<file path="config.mk">
export PLATFORM = sky130hd
export DESIGN_NAME = id_ex_stage
export DESIGN_NICKNAME = d
export VERILOG_FILES = /design/src/rtl/id_ex_stage.sv
export SDC_FILE = /design/constraint.sdc
export NUM_CORES = 1
export LEC_CHECK = 0
export BUFFER_PORTS_ARGS = -buffer_cell sky130_fd_sc_hd__buf_2
export CORE_AREA = 5 5 128 130
export CTS_BUF_LIST = sky130_fd_sc_hd__clkbuf_8
export DETAILED_ROUTE_END_ITERATION = 12
export DIE_AREA = 0 0 133 135
export PLACE_DENSITY = 0.95
export SLEW_MARGIN = 20
export SYNTH_ARGS = -nofsm -noshare
export SYNTH_HDL_FRONTEND = slang
export SYNTH_SLANG_ARGS = --single-unit
</file>
<file path="constraint.sdc">
create_clock -name clk -period 6.2 [get_ports clk]
set_clock_uncertainty 0.2 [all_clocks]
set_input_delay 1.24 -clock clk [delete_from_list [all_inputs] [get_ports clk]]
set_output_delay 1.24 -clock clk [all_outputs]
set_load 0.02 [all_outputs]
</file>
<file path="src/rtl/id_ex_stage.sv">
// ID/EX pipeline register: captures decoded operands and control, decodes the
// ALU operation, applies EX/MEM and MEM/WB forwarding to the registered source
// operands, and raises a combinational load-use hazard request to decode.
module id_ex_stage #(
    parameter int DW = 32,
    parameter int RW = 5
) (
    input  logic          clk,
    input  logic          reset,
    input  logic          stall,
    input  logic          flush,
    input  logic          in_valid,
    input  logic [DW-1:0] rs_data,
    input  logic [DW-1:0] rt_data,
    input  logic [DW-1:0] imm,
    input  logic [RW-1:0] rs_addr,
    input  logic [RW-1:0] rt_addr,
    input  logic [RW-1:0] rd_addr,
    input  logic          alu_src,
    input  logic          reg_dst,
    input  logic          reg_write,
    input  logic          mem_read,
    input  logic          mem_write,
    input  logic          mem_to_reg,
    input  logic [1:0]    alu_op,
    input  logic [5:0]    funct,
    input  logic          exmem_reg_write,
    input  logic [RW-1:0] exmem_rd,
    input  logic [DW-1:0] exmem_result,
    input  logic          memwb_reg_write,
    input  logic [RW-1:0] memwb_rd,
    input  logic [DW-1:0] memwb_result,
    output logic [DW-1:0] a,
    output logic [DW-1:0] b,
    output logic [3:0]    ula_control,
    output logic [DW-1:0] store_data,
    output logic [RW-1:0] wr_addr,
    output logic          reg_write_o,
    output logic          mem_read_o,
    output logic          mem_write_o,
    output logic          mem_to_reg_o,
    output logic          valid_o,
    output logic          load_use_hazard
);

    // Pipeline registers
    logic          valid_r;
    logic          reg_write_r;
    logic          mem_read_r;
    logic          mem_write_r;
    logic          mem_to_reg_r;
    logic          alu_src_r;
    logic [3:0]    ula_control_r;
    logic [RW-1:0] wr_addr_r;
    logic [RW-1:0] rs_addr_r;
    logic [RW-1:0] rt_addr_r;
    logic [DW-1:0] rs_data_r;
    logic [DW-1:0] rt_data_r;
    logic [DW-1:0] imm_r;

    // Forwarded operands
    logic [DW-1:0] fwd_rs_s;
    logic [DW-1:0] fwd_rt_s;
    logic [DW-1:0] b_s;

    // ALU operation decode; anything unrecognised falls back to add.
    function automatic logic [3:0] ula_decode(input logic [1:0] op, input logic [5:0] fn);
        logic [3:0] res;
        case (op)
            2'b00:   res = 4'b0000;
            2'b01:   res = 4'b0001;
            2'b10: begin
                case (fn)
                    6'b100000: res = 4'b0000;
                    6'b100010: res = 4'b0001;
                    6'b100100: res = 4'b0010;
                    6'b100101: res = 4'b0011;
                    6'b101010: res = 4'b0100;
                    default:   res = 4'b0000;
                endcase
            end
            default: res = 4'b0000;
        endcase
        return res;
    endfunction

    // Forwarding mux: the younger EX/MEM result wins; register 0 is never forwarded.
    function automatic logic [DW-1:0] fwd_sel(
        input logic [RW-1:0] src,
        input logic [DW-1:0] reg_val,
        input logic          em_we,
        input logic [RW-1:0] em_rd,
        input logic [DW-1:0] em_val,
        input logic          mw_we,
        input logic [RW-1:0] mw_rd,
        input logic [DW-1:0] mw_val
    );
        logic [DW-1:0] res;
        if (src == {RW{1'b0}}) begin
            res = reg_val;
        end else if (em_we && (em_rd == src)) begin
            res = em_val;
        end else if (mw_we && (mw_rd == src)) begin
            res = mw_val;
        end else begin
            res = reg_val;
        end
        return res;
    endfunction

    // Stage register: reset clears, flush inserts a bubble, stall holds, else capture.
    always_ff @(posedge clk or posedge reset) begin
        if (reset) begin
            valid_r       <= 1'b0;
            reg_write_r   <= 1'b0;
            mem_read_r    <= 1'b0;
            mem_write_r   <= 1'b0;
            mem_to_reg_r  <= 1'b0;
            alu_src_r     <= 1'b0;
            ula_control_r <= 4'b0000;
            wr_addr_r     <= {RW{1'b0}};
            rs_addr_r     <= {RW{1'b0}};
            rt_addr_r     <= {RW{1'b0}};
            rs_data_r     <= {DW{1'b0}};
            rt_data_r     <= {DW{1'b0}};
            imm_r         <= {DW{1'b0}};
        end else if (flush) begin
            valid_r       <= 1'b0;
            reg_write_r   <= 1'b0;
            mem_read_r    <= 1'b0;
            mem_write_r   <= 1'b0;
            mem_to_reg_r  <= 1'b0;
            alu_src_r     <= 1'b0;
            ula_control_r <= 4'b0000;
            wr_addr_r     <= {RW{1'b0}};
            rs_addr_r     <= {RW{1'b0}};
            rt_addr_r     <= {RW{1'b0}};
            rs_data_r     <= {DW{1'b0}};
            rt_data_r     <= {DW{1'b0}};
            imm_r         <= {DW{1'b0}};
        end else if (!stall) begin
            // Control is qualified by in_valid so an empty slot cannot write state.
            valid_r       <= in_valid;
            reg_write_r   <= in_valid & reg_write;
            mem_read_r    <= in_valid & mem_read;
            mem_write_r   <= in_valid & mem_write;
            mem_to_reg_r  <= in_valid & mem_to_reg;
            alu_src_r     <= in_valid & alu_src;
            ula_control_r <= in_valid ? ula_decode(alu_op, funct) : 4'b0000;
            wr_addr_r     <= reg_dst ? rd_addr : rt_addr;
            rs_addr_r     <= rs_addr;
            rt_addr_r     <= rt_addr;
            rs_data_r     <= rs_data;
            rt_data_r     <= rt_data;
            imm_r         <= imm;
        end
    end

    // Operand forwarding and B-operand select on the registered source numbers.
    always_comb begin
        fwd_rs_s = fwd_sel(rs_addr_r, rs_data_r, exmem_reg_write, exmem_rd, exmem_result,
                           memwb_reg_write, memwb_rd, memwb_result);
        fwd_rt_s = fwd_sel(rt_addr_r, rt_data_r, exmem_reg_write, exmem_rd, exmem_result,
                           memwb_reg_write, memwb_rd, memwb_result);
        if (alu_src_r) begin
            b_s = imm_r;
        end else begin
            b_s = fwd_rt_s;
        end
    end

    assign a            = fwd_rs_s;
    assign b            = b_s;
    assign store_data   = fwd_rt_s;
    assign ula_control  = ula_control_r;
    assign wr_addr      = wr_addr_r;
    assign reg_write_o  = reg_write_r;
    assign mem_read_o   = mem_read_r;
    assign mem_write_o  = mem_write_r;
    assign mem_to_reg_o = mem_to_reg_r;
    assign valid_o      = valid_r;

    // A load in this stage whose destination feeds the instruction now in decode.
    assign load_use_hazard = valid_r & mem_read_r & in_valid & (wr_addr_r != {RW{1'b0}}) &
                             ((wr_addr_r == rs_addr) | (wr_addr_r == rt_addr));

endmodule

</file>
==> summary.md <==
| Metric | Value |
|---|---|
| Outcome | finished clean |
| Final WL | 28.1 mm |
| CP Data Required Time | 4760 ps |
| Nets | 1348 |
| Starting density of the core | 53.9% |
| RSZ-0062 raised after global routing | false |
| H-tree levels | 4 |
| Main combinational cell family by area after synthesis | multiplexers |
| Placed instance count | 1309 |
| Flop and latch count out of synthesis | 120 |
| Hold_buf cts | 0 |
| Top_reg_cell synth | dfrtp_1 |
| Switching Share | 31.1% |
| YS warnings | 0 |
| Vias post-DR | 8185 |
| Post-Synth XOR/XNOR Area | 3.24% |
| Post-Synth Simple-Gate Area | 16.5% |
| Port Buf Inserts | 315 |
| FF+latch area | 3000 sq um |
| Layout area overhead | 24.5% |
| Area of the core | 15000 sq um |
| First-pass DRT Iterations | 7 |
| IO Pins | 317 |
| RePlAce Congestion | 0.946 |
| Register area share after synthesis | 37.1% |
| Overall Global Routing Usage | 30.1% |
| CP endpoint kind | output pin |
| Clock network fraction of total power | 35.7% |
| # clock sinks | 120 |
| Logic pwr share | 24.7% |
| Peak VDD IR | 0.000196 V |
| # setup viols final | 0 |
| Ys async rst share | 100% |
| Final min period | 4780 ps |
| Crit path kind | in2out |
| TritonCTS clock tree | done |
| P_sw | 0.682 mW |
| Cell Area, Synth | 8100 sq um |
| Worst-Skew Late Latency | 430 ps |
| Seq pwr share | 39.6% |
| Post-detailed-route wirelength per cell | 21.0 um |
| Hold crit path type | reg2reg |
| Clock root cell | clkbuf_8 |
| Setup TNS | 0 ps |
| Mux share of post-synthesis cell area | 19.5% |
| Mapped Cells | 875 |
| Die W | 133 um |
| CP Launch Type | input port |
| Final core utilization | 67.1% |
| HPWL Detailed | 19.7 mm |
| Max-Cap Viols | 0 |
| Worst Setup Slack post-DPL | 1480 ps |
| Post-CTS Setup Bufs | 0 |
| Fillers | 1145 |
| Syn_area_per_cell | 9.26 sq um |
| Vias in the first global route | 8325 |
| Post-synthesis compound-gate area fraction | 15.2% |
| Post-synth EDFFs | 0 |
| Tcrit/Tclk final | 77.1% |
| Clock transition at path regs | 70 ps |
| Pint | 1.51 mW |
| Arrival time worst endpoint | 3340 ps |
| Worst R2R Path Depth | 2 |
| Layout cells sized above 1 | 37.6% |
| DR vias/cell | 6.10 |
| WHS Path Cells | 1 |
| Multi-input logic area | 4460 sq um |
| Final hold violations | 0 |
| Worst hold slack | 319 ps |
| Static leakage | 5.35 nW |
| Fmax | 209 MHz |
| Longest Clk Path Bufs | 2 |
| Worst-path maximum fanout | 33 |
| Setup ws final | 1420 ps |
| First-pass GRT wire length | 42.9 mm |
| Largest net degree at the start of global routing | 67 |
| Num CTS Buffers | 17 |
| DRT antenna net count | 0 |
| Non-Filler Instances | 1342 |
| Initial DRC count | 862 |
| Die area | 18000 sq um |
| Post-synth net total | 1083 |
| Dpl cell area | 9640 sq um |
| Final instance area | 10100 sq um |
| Initial antenna violation count | 2 |
| Tot Pwr | 2.19 mW |
| Pins Over Slew Limit | 0 |
| DIE HEIGHT | 135 um |
| Slew HR | 25.5% |
| CTS-repair resized insts | 0 |
| # rows | 45 |
| Synth Area in Adders | 0.309% |
| GRT overflow | 0 |
| Worst Tran Pin Value | 1120 ps |
| Power Density | 217 nW/um^2 |
| Synth cell types | 42 |
| DRC | 0 |
==> synth_stat cells, types with 3 or more instances <==
master / n / share of area (%)
a221o_1: 33 / 4.1
a22o_2: 30 / 3.7
buf_1: 5 / 0.23
nor3_1: 36 / 2.2
buf_12: 3 / 0.74
mux2_4: 30 / 5.6
nor2_1: 126 / 5.8
a22oi_1: 6 / 0.56
xor2_1: 10 / 1.1
buf_2: 24 / 1.5
nand2_1: 36 / 1.7
a21oi_1: 40 / 2.5
nand4_1: 33 / 2.5
nor4b_1: 3 / 0.32
xnor2_1: 20 / 2.2
nand2b_1: 32 / 2.5
inv_1: 68 / 3.1
a22o_1: 3 / 0.32
clkbuf_4: 3 / 0.28
o221ai_1: 32 / 3.5
mux2i_1: 111 / 14
clkbuf_1: 47 / 2.2
dfrtp_1: 120 / 37
==> power by group through the flow <==
stage	Combinational, mW	Sequential [mW]	Clock, mW
floorplan	0.342	0.867	0
global placement	0.518	0.876	0
detailed placement	0.534	0.879	0
CTS	0.537	0.864	0.800
global route	0.580	0.870	0.836
finish	0.542	0.866	0.783
==> registers in the layout (all words and copies together) (netlist names), 3 cells and up <==
signal / count
rt_addr_r: 5
rs_addr_r: 5
ula_control: 3
rt_data_r: 32
imm_r: 32
wr_addr: 5
rs_data_r: 32
==> path summary, 6_finish.rpt <==
check | startpoint | endpoint | slack (ps)
min in group asynchronous | reset | imm_r[3] | 760
min | ula_control[2] | ula_control[2] | 320
min reg2reg | ula_control[2] | ula_control[2] | 320
max in group asynchronous | reset | rs_data_r[6] | 3750
max reg2reg | alu_src_r | alu_src_r | 4480
max | memwb_rd[1] | store_data[11] | 1420
==> worst max-delay path, cell delays in order <==
cell     delay (ps)
buf_2           110
xnor2_1         130
nand2_2          60
buf_4           410
o22ai_4         120
nand2_1         470
buf_4           400
a22o_2          210
buf_2           160
==> metal layers <==
layer | global-route usage, % | up-vias | wire length [um]
li1 | - | 3619 | -
met1 | 35.6 | 3823 | 10300
met2 | 49.4 | 612 | 13400
met3 | 7.90 | 129 | 2990
met4 | 18.4 | 2 | 1400
met5 | 0 | - | 13
==> cell families (layout without fill, tap and decap cells) <==
logic type | after synthesis | after routing
AOI/OAI and AO/OA | 148 | 148
xor gates and xnor gates | 30 | 30
adders and majority gates | 2 | 2
buffers and inverters | 151 | 429
DFF | 120 | 120
muxes | 143 | 143
other | 1 | 2
and+or+nand+nor | 280 | 280
==> placed cells by master, fill, tap and decap left out, drive strengths merged, types with 3 or more instances in the layout <==
cell type and n:
xnor2 20, a22o 33, a221o 33, nand4 35, nor3 36, nor4b 3
bufinv 4, xor2 10, o221ai 32, clkbuf 21, nand2 38, a21oi 40
buf 329, nand2b 32, a22oi 6, dfrtp 120, mux2i 111, inv 71
nor2 127, mux2 32, clkinv 3
==> cell type report <==
class | count | share of cell area [%]
sequential | 120 | 29.8
clock inverter | 11 | 1.53
tap | 188 | 2.33
clock buffer | 21 | 2.86
inverter | 68 | 2.55
timing repair buffer | 329 | 16.8
antenna | 1 | 0.0248
multi-input combinational | 604 | 44.2
No activity file was read; power rests on OpenSTA's default activity.
